$ cat src/rtl/pool_pkg.sv
// Shared constants and helpers for the 2x2 max-pool / ReLU stage.
package pool_pkg;

  localparam int DW        = 32;
  localparam int IMG_W_DEF = 26;
  localparam int IMG_H_DEF = 26;
  localparam int IDX_W     = $clog2(IMG_W_DEF / 2);

  // Signed maximum; ties return a (values are identical anyway).
  function automatic logic [DW-1:0] smax(input logic [DW-1:0] a, input logic [DW-1:0] b);
    logic signed [DW-1:0] sa;
    logic signed [DW-1:0] sb;
    sa = a;
    sb = b;
    return (sb > sa) ? b : a;
  endfunction

endpackage

$ cat src/rtl/pool_linebuf.sv
// Line buffer holding the horizontal pair maxima of the last even row.
// Synchronous write, combinational read; no reset (every entry is written before it is read).
module pool_linebuf
  import pool_pkg::*;
#(
  parameter int DEPTH = IMG_W_DEF / 2,
  parameter int AW    = IDX_W,
  parameter int W     = DW
) (
  input  logic          clk,
  input  logic          i_wr_en,
  input  logic [AW-1:0] i_wr_addr,
  input  logic [W-1:0]  i_wr_data,
  input  logic [AW-1:0] i_rd_addr,
  output logic [W-1:0]  o_rd_data
);

  logic [W-1:0] r_mem [DEPTH];

  always_ff @(posedge clk) begin
    if (i_wr_en) r_mem[i_wr_addr] <= i_wr_data;
  end

  assign o_rd_data = r_mem[i_rd_addr];

endmodule

$ cat src/rtl/pool2x2_relu.sv
// 2x2 stride-2 max-pool of a raster-order conv map, one output per window, 1-cycle latency, no backpressure.
// Define POOL_RELU_EN to clamp each sample to max(sample, 0) before pooling.
module pool2x2_relu #(
  parameter int IMG_W = pool_pkg::IMG_W_DEF,
  parameter int IMG_H = pool_pkg::IMG_H_DEF,
  parameter int DW    = pool_pkg::DW
) (
  input  logic          clk,
  input  logic          reset_n,
  input  logic          in_valid,
  input  logic [DW-1:0] in_data,
  output logic          out_valid,
  output logic [DW-1:0] out_data,
  output logic [3:0]    out_row,
  output logic [3:0]    out_col,
  output logic          frame_done
);
  import pool_pkg::*;

  localparam int XW    = (IMG_W > 1) ? $clog2(IMG_W) : 1;
  localparam int YW    = (IMG_H > 1) ? $clog2(IMG_H) : 1;
  localparam int DEPTH = (IMG_W / 2 > 0) ? IMG_W / 2 : 1;
  localparam int AW    = (DEPTH > 1) ? $clog2(DEPTH) : 1;

  logic [XW-1:0] r_x;
  logic [YW-1:0] r_y;
  logic [DW-1:0] r_hold;

  logic [DW-1:0] w_v;
  logic [DW-1:0] w_pmax;
  logic [DW-1:0] w_lb_rd;
  logic [AW-1:0] w_lb_addr;
  logic [XW-1:0] w_pcol;
  logic [YW-1:0] w_prow;
  logic          w_x_last;
  logic          w_y_last;
  logic          w_lb_we;
  logic          w_emit;
  logic          w_last_win;

`ifdef POOL_RELU_EN
  assign w_v = in_data[DW-1] ? '0 : in_data;
`else
  assign w_v = in_data;
`endif

  assign w_pmax    = smax(r_hold, w_v);
  assign w_pcol    = r_x >> 1;
  assign w_prow    = r_y >> 1;
  assign w_lb_addr = AW'(w_pcol);
  assign w_x_last  = (r_x == XW'(IMG_W - 1));
  assign w_y_last  = (r_y == YW'(IMG_H - 1));

  // Odd x is always a complete pair, so a trailing odd column never reaches here.
  assign w_lb_we    = in_valid & r_x[0] & ~r_y[0];
  assign w_emit     = in_valid & r_x[0] &  r_y[0];
  assign w_last_win = (w_prow == YW'(IMG_H / 2 - 1)) && (w_pcol == XW'(IMG_W / 2 - 1));

  pool_linebuf #(
    .DEPTH (DEPTH),
    .AW    (AW),
    .W     (DW)
  ) u_linebuf (
    .clk       (clk),
    .i_wr_en   (w_lb_we),
    .i_wr_addr (w_lb_addr),
    .i_wr_data (w_pmax),
    .i_rd_addr (w_lb_addr),
    .o_rd_data (w_lb_rd)
  );

  always_ff @(posedge clk) begin
    if (!reset_n) begin
      r_x    <= '0;
      r_y    <= '0;
      r_hold <= '0;
    end else if (in_valid) begin
      if (!r_x[0]) r_hold <= w_v;
      if (w_x_last) begin
        r_x <= '0;
        r_y <= w_y_last ? '0 : r_y + 1'b1;
      end else begin
        r_x <= r_x + 1'b1;
      end
    end
  end

  always_ff @(posedge clk) begin
    if (!reset_n) begin
      out_valid  <= 1'b0;
      frame_done <= 1'b0;
      out_data   <= '0;
      out_row    <= '0;
      out_col    <= '0;
    end else begin
      out_valid  <= w_emit;
      frame_done <= w_emit & w_last_win;
      if (w_emit) begin
        out_data <= smax(w_lb_rd, w_pmax);
        out_row  <= 4'(w_prow);
        out_col  <= 4'(w_pcol);
      end
    end
  end

endmodule

$ cat config.mk
export PLATFORM = sky130hd
export DESIGN_NAME = pool2x2_relu
export DESIGN_NICKNAME = d
export VERILOG_FILES = /design/src/rtl/pool_pkg.sv /design/src/rtl/pool_linebuf.sv /design/src/rtl/pool2x2_relu.sv
export SDC_FILE = /design/constraint.sdc
export NUM_CORES = 1
export LEC_CHECK = 0
export CORE_UTILIZATION = 25
export CTS_CLUSTER_DIAMETER = 40
export DETAILED_ROUTE_END_ITERATION = 7
export PLACE_DENSITY = 0.39
export SLEW_MARGIN = 20
export SYNTH_ARGS = -nofsm -noshare
export SYNTH_HDL_FRONTEND = slang
export SYNTH_SLANG_ARGS = --single-unit
$ cat constraint.sdc
create_clock -name clk -period 15.9 [get_ports clk]
set_clock_uncertainty 0.1 [all_clocks]
set_input_delay 2.385 -clock clk [delete_from_list [all_inputs] [get_ports clk]]
set_output_delay 2.385 -clock clk [all_outputs]
set_load 0.03 [all_outputs]
==> run summary <==
The final max-slew violation count was 0. The synthesized design contains 504 register bits. In the post-synthesis netlist, the cell with the most instances is sky130_fd_sc_hd__edfxtp_1.

The min-delay analysis places its worst path in the category reg -> reg. The net total in the final layout is 1509. The sequential group share of total power is 41.0%. Setup repair after global routing left no endpoint under its margin. The run finished with clean final reports. The clock latency of the later-clocked register in the worst-skew pair came out at 0.61 ns. The total area inside the core boundary comes to 83800 µm².

The layout has 8205 filler cells. The met2 capacity usage during global routing came out at 22.8%. The total number of yosys warnings is 0. The total area of sequential cells came out at 14300 µm².

The total setup buffers inserted after CTS is 0. After synthesis, flip-flops and latches occupy 67.2% of the total area. The launching instance or port of the critical path is in_data[14]. The DRC violation total after the first TritonRoute iteration came out at 924. The final layout contains routed wiring with a total length of 62.9 mm.

Per report_power, the clock group accounts for 52.2% of the total. After clock tree synthesis, the repair step resized 0 gates. Timing would allow up to 112 MHz. The power density over the cells is 137 nW/µm². The height of the die came out at 293 µm.

The data arrival time of the critical path came out at 9.38 ns. The total nets after synthesis came out at 1393. Hold timing on the final database bottoms out at a slack of 0.367 ns. Ranked by total cell area, the synthesized netlist is headed by sky130_fd_sc_hd__edfxtp_1 (59%), sky130_fd_sc_hd__mux4_2 (12%), sky130_fd_sc_hd__dfxtp_1 (8.3%). The part of the power in combinational logic is 6.8%. No sink is reached through more buffers than the 3 on the longest clock path. Across the VDD grid, the largest voltage drop is 0.0000840 V. The data required time of the worst path came out at 16.35 ns.

The leakage component of the power is 8.81 nW. In this run the clock root is driven by a sky130_fd_sc_hd__clkbuf_16. The first detailed-routing pass took 7 iterations.

The switching share of total power is 23.4%. The row count came out at 106. The die covers 86000 µm². The initial core utilization is 25.3%. The CTS tree is built. The pin count of the biggest net entering global routing is 53.

The count of maximum capacitance violations is 0. After detailed routing, the average wire length per cell comes to 24.1 µm. The met1 routing resource usage after global routing came out at 21.1%. The startpoint identified for the worst register-to-register timing path is r_hold[27]$_SDFFE_PN0P_.

Using the TritonRoute via totals, the vias-per-cell ratio works out to 4.58. The ratio of final minimum period to clock period came out at 56.2%. The worst hold path begins at out_row[0]$_SDFFE_PN0P_. From left edge to right edge, the die measures 293 µm. In the global route stage, overall resource usage came out at 14.8%. For this run, design rule violations remaining after detail routing come to 0. The total standard cell area after synthesis came out at 21200 µm². The boundary pin count is 77. The weighted congestion at the end of routability-driven global placement is 0.775. STA classifies the critical path startpoint as an input port.

The highest net fanout along the worst path came out at 34. After synthesis, the largest area contributor takes up 58.9% of total cell area. The number of diodes added for antenna fixing came out at 0.

STA classifies the critical path endpoint as a flop. The post-detailed-route count of antenna-violating nets came out at 0. Among all flip-flop cells after synthesis, the most frequent one is sky130_fd_sc_hd__edfxtp_1.

Summed over all instances, the cell type with the most area after synthesis is sky130_fd_sc_hd__edfxtp_1. The total power draw is 3.62 mW. The number of buffer cells added on primary ports is 76. The global route total overflow came out at 0.

The H-tree was split into 3 levels. The number of antenna violations at the first check in global routing came out at 1. The total count of hold-check failures in the final report is 0. Clock tree synthesis found a total of 504 sinks. The time the worst path needs with I/O delays and setup came out at 8.93 ns. Summing over every cut layer, the via total after detailed routing is 11900. The global routing stage identified its most utilized layer as met2. The normalized max-slew margin is 29.8%. The number of unique standard cell types used by synthesis came out at 49. The clock buffer count from CTS is 83. The number of hold-repair buffers added at the cts stage is 0. The estimated wirelength of the detail-placed design is 35.7 mm. For the pin with the worst max-slew slack, the measured transition is 1.05 ns. The slack of the worst reg-to-reg path came out at 8.92 ns. The count of endpoints failing setup in the final report came out at 0. The fraction of registers with async set/reset came out at 0%. The post-route netlist has 24.5% of its cells at a drive strength greater than 1. The mean area per synthesized cell came out at 16.4 µm². The commonest cells after synthesis are sky130_fd_sc_hd__edfxtp_1 (416), sky130_fd_sc_hd__nand2_1 (120), sky130_fd_sc_hd__mux4_2 (111), sky130_fd_sc_hd__dfxtp_1 (88), sky130_fd_sc_hd__ha_1 (68). Internal power comes to 2.77 mW.

Clock-pin slew was measured on the worst setup and hold paths at 0.05 ns. The switching power of the nets is 0.846 mW. Global routing used 3.42% of the available met3 tracks. The setup TNS came out at 0 ns. The area growth from synthesis to layout is 24.3%. Summing all multi-input logic gate instances after layout gives 6580 µm². The via count of the first global-routing pass is 12300.

The number of cells produced by synthesis is 1290. The first global-routing pass estimated 90.9 mm of wire. The class of the most critical setup path is in -> reg. The number of enable-type register cells in the synthesized netlist came out at 416.
flip-flops by register name, summed over array words and instances, names as in the netlist, named ones only:
register,flops
out_row,4
out_valid,1
out_col,4
out_data,32
r_hold,32
r_x,5
r_y,5
u_linebuf.r_mem,416
frame_done,1
layout by cell type, fill, tap and decap left out, types with 6 or more instances in the layout:
| cell type | instances |
|---|---|
| sky130_fd_sc_hd__edfxtp_1 | 416 |
| sky130_fd_sc_hd__nand2_1 | 120 |
| sky130_fd_sc_hd__mux4_2 | 111 |
| sky130_fd_sc_hd__clkbuf_16 | 85 |
| sky130_fd_sc_hd__dfxtp_1 | 84 |
| sky130_fd_sc_hd__clkdlybuf4s50_1 | 75 |
| sky130_fd_sc_hd__ha_1 | 68 |
| sky130_fd_sc_hd__inv_1 | 55 |
| sky130_fd_sc_hd__a21boi_0 | 42 |
| sky130_fd_sc_hd__mux2_2 | 41 |
| sky130_fd_sc_hd__nor2_1 | 36 |
| sky130_fd_sc_hd__a21oi_1 | 27 |
| sky130_fd_sc_hd__o21ai_0 | 26 |
| sky130_fd_sc_hd__buf_4 | 24 |
| sky130_fd_sc_hd__and3_1 | 21 |
| sky130_fd_sc_hd__nand4_1 | 19 |
| sky130_fd_sc_hd__mux2i_1 | 18 |
| sky130_fd_sc_hd__a21o_1 | 14 |
| sky130_fd_sc_hd__inv_6 | 14 |
| sky130_fd_sc_hd__bufinv_16 | 13 |
| sky130_fd_sc_hd__a31oi_1 | 12 |
| sky130_fd_sc_hd__a32o_1 | 12 |
| sky130_fd_sc_hd__a221o_1 | 11 |
| sky130_fd_sc_hd__nor2_4 | 10 |
| sky130_fd_sc_hd__a21bo_2 | 10 |
| sky130_fd_sc_hd__clkinv_1 | 9 |
| sky130_fd_sc_hd__clkinv_4 | 9 |
| sky130_fd_sc_hd__mux2_4 | 7 |
| sky130_fd_sc_hd__clkinvlp_4 | 7 |
| sky130_fd_sc_hd__xor2_1 | 6 |
| sky130_fd_sc_hd__clkinv_2 | 6 |
critical path, cell delays in order:
cell	delay, ns
sky130_fd_sc_hd__clkdlybuf4s50_1	0.59
sky130_fd_sc_hd__ha_1	0.42
sky130_fd_sc_hd__nand4_1	0.17
sky130_fd_sc_hd__or4_1	0.57
sky130_fd_sc_hd__a21oi_1	0.14
sky130_fd_sc_hd__nand4b_1	0.14
sky130_fd_sc_hd__a31oi_1	0.13
sky130_fd_sc_hd__a21oi_4	0.57
sky130_fd_sc_hd__buf_4	0.48
sky130_fd_sc_hd__mux2_2	0.54
sky130_fd_sc_hd__ha_1	0.34
sky130_fd_sc_hd__nand4_1	0.20
sky130_fd_sc_hd__nor4_2	0.45
sky130_fd_sc_hd__o311a_1	0.24
sky130_fd_sc_hd__a211oi_1	0.05
sky130_fd_sc_hd__a211o_2	0.67
sky130_fd_sc_hd__nor2_4	0.94
sky130_fd_sc_hd__a221o_1	0.28
stage by stage:
stage	worst slack [ns]	instances	util, %	area (µm²)
5_1_grt	6.65	2611	31.5	26400
3_3_place_gp	6.39	2455	27.9	23400
4_1_cts	7.00	2611	31.5	26400
6_report	6.97	2611	31.5	26400
2_1_floorplan	9.07	1290	-	21200
3_5_place_dp	6.38	2455	27.9	23400
routing by layer:
layer | vias to the layer above | part of all wire (%)
met2 | 292 | 45
met3 | 71 | 5.1
met1 | 6265 | 48
met4 | 0 | 1.6
met5 | - | 0
li1 | 5319 | -
path summary, 6_finish.rpt:
kind	end	depth (start not counted)
worst min register to register	out_row[0]$_SDFFE_PN0P_	2
worst max-delay path	out_data[31]$_SDFFE_PN0P_	18
worst min-delay path	out_row[0]$_SDFFE_PN0P_	2
worst max register to register	out_data[31]$_SDFFE_PN0P_	18
layout make-up:
type / count / area share (%)
Tap cell: 1134 / 5.38
Inverter: 55 / 0.783
Sequential cell: 504 / 54.1
Clock inverter: 65 / 3.02
Clock buffer: 91 / 8.19
Multi-Input combinational cell: 662 / 25.0
Timing Repair Buffer: 100 / 3.55
cell families (layout without fill, tap and decap cells):
| family | count (synthesis) | count (layout) | synth area share [%] |
|---|---|---|---|
| AND/OR/NAND/NOR | 242 | 242 | 5.20 |
| multiplexers | 177 | 177 | 15.3 |
| adder cells (fa/ha/maj) | 68 | 68 | 4.01 |
| XOR/XNOR | 6 | 6 | 0.248 |
| AO/OA/AOI/OAI | 169 | 169 | 5.70 |
| buffers and inverters | 124 | 311 | 2.35 |
| flip-flops | 504 | 504 | 67.2 |
power groups by stage:
stage | combinational [mW] | sequential [mW] | clock (mW)
final | 0.247 | 1.48 | 1.89
after global routing | 0.271 | 1.48 | 2.00
after CTS | 0.252 | 1.48 | 1.94
after detailed placement | 0.251 | 1.51 | 0
after global placement | 0.248 | 1.51 | 0
after floorplan | 0.165 | 1.50 | 0
No activity file was read; power rests on OpenSTA's default activity.
